File: src/rtl/fifo_pkg.sv
// Shared definitions for the FIFO burst reader: FSM encoding and default widths.
package fifo_pkg;

    localparam int DW_DEFAULT = 8;
    localparam int LW_DEFAULT = 8;

    typedef enum logic [1:0] {
        IDLE  = 2'd0,
        READ  = 2'd1,
        FLUSH = 2'd2
    } state_t;

endpackage

File: src/rtl/skid_buf2.sv
// Two-entry valid/ready buffer; outputs come straight from registers, so out_ready
// never reaches out_valid/out_data combinationally.
module skid_buf2 #(
    parameter int W = 9
) (
    input  logic         rclk,
    input  logic         reset_r,
    input  logic         in_valid,
    input  logic [W-1:0] in_data,
    output logic         in_ready,
    output logic         out_valid,
    input  logic         out_ready,
    output logic [W-1:0] out_data
);

    logic [W-1:0] mem [2];
    logic         wr_ptr;
    logic         rd_ptr;
    logic [1:0]   count;
    logic         put;
    logic         take;

    assign out_valid = (count != 2'd0);
    assign out_data  = mem[rd_ptr];
    assign take      = out_valid & out_ready;
    // A slot leaving this cycle may be refilled in the same cycle.
    assign in_ready  = (count != 2'd2) | take;
    assign put       = in_valid & in_ready;

    // NOTE: sequential state uses non-blocking (<=) so every flop samples pre-edge values.
    always_ff @(posedge rclk) begin
        if (reset_r) begin
            // NOTE: the storage is reset too, because out_data must read 0 after reset.
            mem[0] <= '0;
            mem[1] <= '0;
            wr_ptr <= 1'b0;
            rd_ptr <= 1'b0;
            count  <= 2'd0;
        end else begin
            if (put) begin
                mem[wr_ptr] <= in_data;
                wr_ptr      <= ~wr_ptr;
            end
            if (take) begin
                rd_ptr <= ~rd_ptr;
            end
            case ({put, take})
                2'b10:   count <= count + 2'd1;
                2'b01:   count <= count - 2'd1;
                default: count <= count;
            endcase
        end
    end

endmodule

File: src/rtl/fifo_reader.sv
// Reads a requested number of words from a show-ahead FIFO and streams them
// downstream through a 2-entry buffer, tagging the final word of each burst.
module fifo_reader
    import fifo_pkg::*;
#(
    parameter int DW = DW_DEFAULT,
    parameter int LW = LW_DEFAULT
) (
    input  logic          rclk,
    input  logic          reset_r,
    input  logic          empty,
    input  logic [DW-1:0] rdata,
    output logic          pop,
    input  logic          start,
    input  logic [LW-1:0] len,
    output logic          busy,
    output logic          done,
    output logic          out_valid,
    input  logic          out_ready,
    output logic [DW-1:0] out_data,
    output logic          out_last
);

    state_t        state;
    logic [LW-1:0] remaining;
    logic          done_r;
    logic          buf_ready;
    logic          last_word;

    assign last_word = (remaining == LW'(1));
    assign pop = !reset_r && (state == READ) && !empty && (remaining != '0) && buf_ready;
    assign busy = (state != IDLE);
    assign done = done_r;

    skid_buf2 #(
        .W(DW + 1)
    ) u_buf (
        .rclk      (rclk),
        .reset_r   (reset_r),
        .in_valid  (pop),
        .in_data   ({last_word, rdata}),
        .in_ready  (buf_ready),
        .out_valid (out_valid),
        .out_ready (out_ready),
        .out_data  ({out_last, out_data})
    );

    always_ff @(posedge rclk) begin
        if (reset_r) begin
            state     <= IDLE;
            remaining <= '0;
            done_r    <= 1'b0;
        end else begin
            done_r <= 1'b0;
            case (state)
                IDLE: begin
                    if (start) begin
                        if (len != '0) begin
                            state     <= READ;
                            remaining <= len;
                        end else begin
                            done_r <= 1'b1;
                        end
                    end
                end
                READ: begin
                    if (pop) begin
                        remaining <= remaining - LW'(1);
                        if (last_word) begin
                            state <= FLUSH;
                        end
                    end
                end
                FLUSH: begin
                    // Burst ends only once the tagged word has left the buffer.
                    if (out_valid && out_ready && out_last) begin
                        state  <= IDLE;
                        done_r <= 1'b1;
                    end
                end
                default: state <= IDLE;
            endcase
        end
    end

endmodule

File: config.mk
export PLATFORM = sky130hd
export DESIGN_NAME = fifo_reader
export DESIGN_NICKNAME = d
export VERILOG_FILES = /design/src/rtl/fifo_pkg.sv /design/src/rtl/skid_buf2.sv /design/src/rtl/fifo_reader.sv
export SDC_FILE = /design/constraint.sdc
export NUM_CORES = 1
export LEC_CHECK = 0
export CAP_MARGIN = 20
export CELL_PAD_IN_SITES_DETAIL_PLACEMENT = 0
export CELL_PAD_IN_SITES_GLOBAL_PLACEMENT = 2
export CORE_MARGIN = 1.5
export CORE_UTILIZATION = 36
export CTS_BUF_LIST = sky130_fd_sc_hd__clkbuf_4
export CTS_CLUSTER_DIAMETER = 200
export DETAILED_ROUTE_END_ITERATION = 8
export GPL_TIMING_DRIVEN = 0
export PLACE_DENSITY_LB_ADDON = 0.1
export SYNTH_ARGS = -nofsm -noshare
export SYNTH_HDL_FRONTEND = slang
export SYNTH_SLANG_ARGS = --single-unit
File: constraint.sdc
create_clock -name rclk -period 3.7 [get_ports rclk]
set_input_delay 0.74 -clock rclk [delete_from_list [all_inputs] [get_ports rclk]]
set_output_delay 0.74 -clock rclk [all_outputs]
set_load 0.005 [all_outputs]
==> flow_summary.toml, run 1 <==
[run_status]
status = "finished clean"

[die]
initial_core_util = 0.372
ios = 34
die_x_um = 72.6
die_h_um = 72.6
rows = 25
core-area_um2 = 4690
die_area_um2 = 5280

[min_path]
holdCritPathClass = "register to register"
hold_path.startpoint = "u_buf.count[1]"

[clocking]
postCtsHoldBufs = 0
cts_tree = "yes"
path_clk_slew_ps = 110
cts_buffers = 5
clkLatencyLatePin_ps = 340
root_buffer = "clkbuf_4"
cts.sinks = 34
cts_max_level = 2
clockBufferDepth = 2
cts_setup_buffers = 0
cts_resized = 0

[grt]
grt_first_pass_wirelength_um = 6600
global_route.usage.met2 = 0.283
met3_usage = 0.0497
grt_busiest_layer = "met2"
grt_pass1_vias = 1453
antenna_found_initial = 0
grt-ovfl-total = 0
grt_usage = 0.168
grt_max_degree = 11
met1_usage = 0.190

[synth]
yosysSeqAreaShare = 0.493
synth-edff-count = 18
syn-instance-count = 163
syn-cell-area_um2 = 1750
yosys_most_used_dff = "edfxtp_1"
async_flop_share = 0
syn_nets = 187
syn_avg_cell_area_um2 = 10.7
ys_ff_latch = 34
synth_warnings = 0
synth.distinct_cells = 45

[worst_setup_path]
timing.rr.end = "u_buf.count[1]"
end_kind = "output port"
startpoint = "reset_r"
r2r-start = "remaining[0]"
crit_path_end = "pop"
critPathKind = "input port to output port"
cp.required_ps = 2960
worstSetupStartpointType = "input port"
r2r_slack_ps = 1040
arrival_ps = 2700
reg2reg_depth = 8
crit_fanout = 9

[timing]
period_needed_ps = 3440
timing.final.crit_share = 0.930
slew_viol_final = 0
timing.hold.ws_ps = 509
finalSetupViolCount = 0
hold_violations = 0
slew_headroom = 0.366
tightest_slew_ps = 945
rsz0062_at_grt = "false"
clock_skew_ps = 9.42
setup_tns_ps = 0
fmax_ghz = 0.291

[detailed_routing]
dr.first_iter.drc_count = 48
vias = 1418
ant_nets = 0
dr.pass1.iters = 4
drt-total-wl_um = 4090
drc_errors = 0
viasPerCell = 5.50
wl_per_cell_um = 15.8

[placement]
hpwl_um = 2950
io_buffers = 33
gp_congestion = 0.795

[finish]
drive_above_1_share = 0.137
n_antenna_cell = 0
syn2layout_area_growth_pct = 27.5
nets = 227

[pwr]
p_seq_frac = 0.483
vdd_drop_max_v = 0.000190
clkPwrFrac = 0.311
pwr-share-comb = 0.206
internal_power_w = 0.000680
leakage_nw = 0.790
power_density_nw_per_um2 = 409
p_sw_frac = 0.253
switchingPower_w = 0.000230

[job]
drv_cap = 0
-- synth_stat cells, drive strengths merged (3+ instances only) --
master	number	share of area
or2	4	0.014
edfxtp	18	0.31
nor3	3	0.0086
and2	17	0.061
nand2	4	0.0086
xnor2	4	0.020
nand3	8	0.023
o221ai	4	0.020
nor2	11	0.024
inv	4	0.0086
a21oi	9	0.026
clkbuf	6	0.013
dfxtp	16	0.18
mux2	9	0.058
ha	3	0.022
a211o	3	0.020
nor4	5	0.018
-- registers in the layout (all words and copies together), names as in the netlist, named ones only --
name	flops
state	2
u_buf.mem	18
u_buf.rd_ptr	1
remaining	8
u_buf.wr_ptr	1
done	1
u_buf.count	2
-- per-layer routing --
layer	wire length [µm]	vias to the layer above
li1	-	684
met1	1730	677
met2	2060	46
met3	217	11
met4	87	0
met5	0	-
-- critical path, stage by stage --
cell and delay (ps):
clkdlybuf4s50_1 450, or4b_4 540, a211o_4 370, clkinv_4 100
clkdlybuf4s50_1 510
-- power groups by stage --
stage                     clock, W  sequential, W  combinational [W]
after floorplan                  0       0.000443           0.000112
after CTS                 0.000293       0.000439           0.000189
after global placement           0       0.000447           0.000185
final                     0.000283       0.000439           0.000188
after global routing      0.000308       0.000444           0.000205
after detailed placement         0       0.000448           0.000188
-- layout make-up --
type                            instances  area [µm²]
Inverter                                5        23.8
Multi-Input combinational cell        116         830
Tap cell                               54        67.6
Clock buffer                            7        52.6
Fill cell                             446        2470
Timing Repair Buffer                   33         330
Clock inverter                          1        30.0
Sequential cell                        34         861
Buffer                                  8        31.3
-- stage by stage --
step / util / total power [W] / instances / worst slack, ps / area [µm²]
floorplan: - / 0.000555 / 163 / 1050 / 1750
global placement: 0.457 / 0.000631 / 250 / 238 / 2140
detailed placement: 0.457 / 0.000636 / 250 / 266 / 2140
CTS: 0.474 / 0.000922 / 258 / 260 / 2230
global route: 0.474 / 0.000957 / 258 / 208 / 2230
finish: 0.474 / 0.000910 / 258 / 258 / 2230
-- worst min-delay path by stage --
stage | endpoint | slack (ps) | cells past startpoint
2_1_floorplan | u_buf.count[1] | 460 | 2
3_3_place_gp | u_buf.count[1] | 480 | 2
3_5_place_dp | u_buf.count[1] | 490 | 2
4_1_cts | u_buf.count[1] | 510 | 2
5_1_grt | u_buf.count[1] | 550 | 2
6_report | u_buf.count[1] | 510 | 2
-- logic make-up (layout without fill, tap and decap cells) --
kind of cell             Yosys count  after routing  share of synthesized area
AND/OR/NAND/NOR                   68             68                      0.229
flip-flops                        34             34                      0.493
AO/OA/AOI/OAI                     29             29                      0.130
buffers and inverters             13             54                     0.0315
multiplexers                      11             11                     0.0695
XOR/XNOR                           5              5                     0.0251
adder cells (fa/ha/maj)            3              3                     0.0215
-- layout by cell type (no fill, tap or decap), drive strengths merged, types with 2 or more instances in the layout --
cell type / Yosys / final
nand4b: 2 / 2
inv: 4 / 4
buf: 2 / 2
ha: 3 / 3
and2: 17 / 17
clkbuf: 6 / 13
o31ai: 2 / 2
or2: 4 / 4
mux2i: 2 / 2
edfxtp: 18 / 18
o221ai: 4 / 4
nor2: 11 / 11
nor3b: 2 / 2
nand2: 4 / 4
dfxtp: 16 / 16
nand3: 8 / 8
clkdlybuf4s50: 0 / 33
nor4: 5 / 5
a21oi: 9 / 9
mux2: 9 / 9
xnor2: 4 / 4
or3: 2 / 2
or4b: 2 / 2
o211ai: 2 / 2
a211o: 3 / 3
nor3: 3 / 3
or2b: 2 / 2
a211oi: 2 / 2
(Power assumes the default switching activity.)
==> run 2, diff against run 1 <==
--- a/config.mk
+++ b/config.mk
@@ -14,6 +14,7 @@
 export CTS_CLUSTER_DIAMETER = 200
 export DETAILED_ROUTE_END_ITERATION = 8
 export GPL_TIMING_DRIVEN = 0
+export HOLD_SLACK_MARGIN = 0.1
 export PLACE_DENSITY_LB_ADDON = 0.1
 export SYNTH_ARGS = -nofsm -noshare
 export SYNTH_HDL_FRONTEND = slang
==> constraint.sdc (replaced) <==
create_clock -name rclk -period 4 [get_ports rclk]
set_input_delay 0.8 -clock rclk [delete_from_list [all_inputs] [get_ports rclk]]
set_output_delay 0.8 -clock rclk [all_outputs]
set_load 0.005 [all_outputs]
==> results of run 2 <==
Same layout as run 1 (identical final DEF). Status: finished clean.
Main changes from that run: setup slack after placement 266 ps -> 446 ps; setup slack after layout 258 ps -> 438 ps; register-to-register setup slack 1040 ps -> 1340 ps; total power 0.000910 W -> 0.000842 W; worst IR drop on VDD 0.000190 V -> 0.000176 V
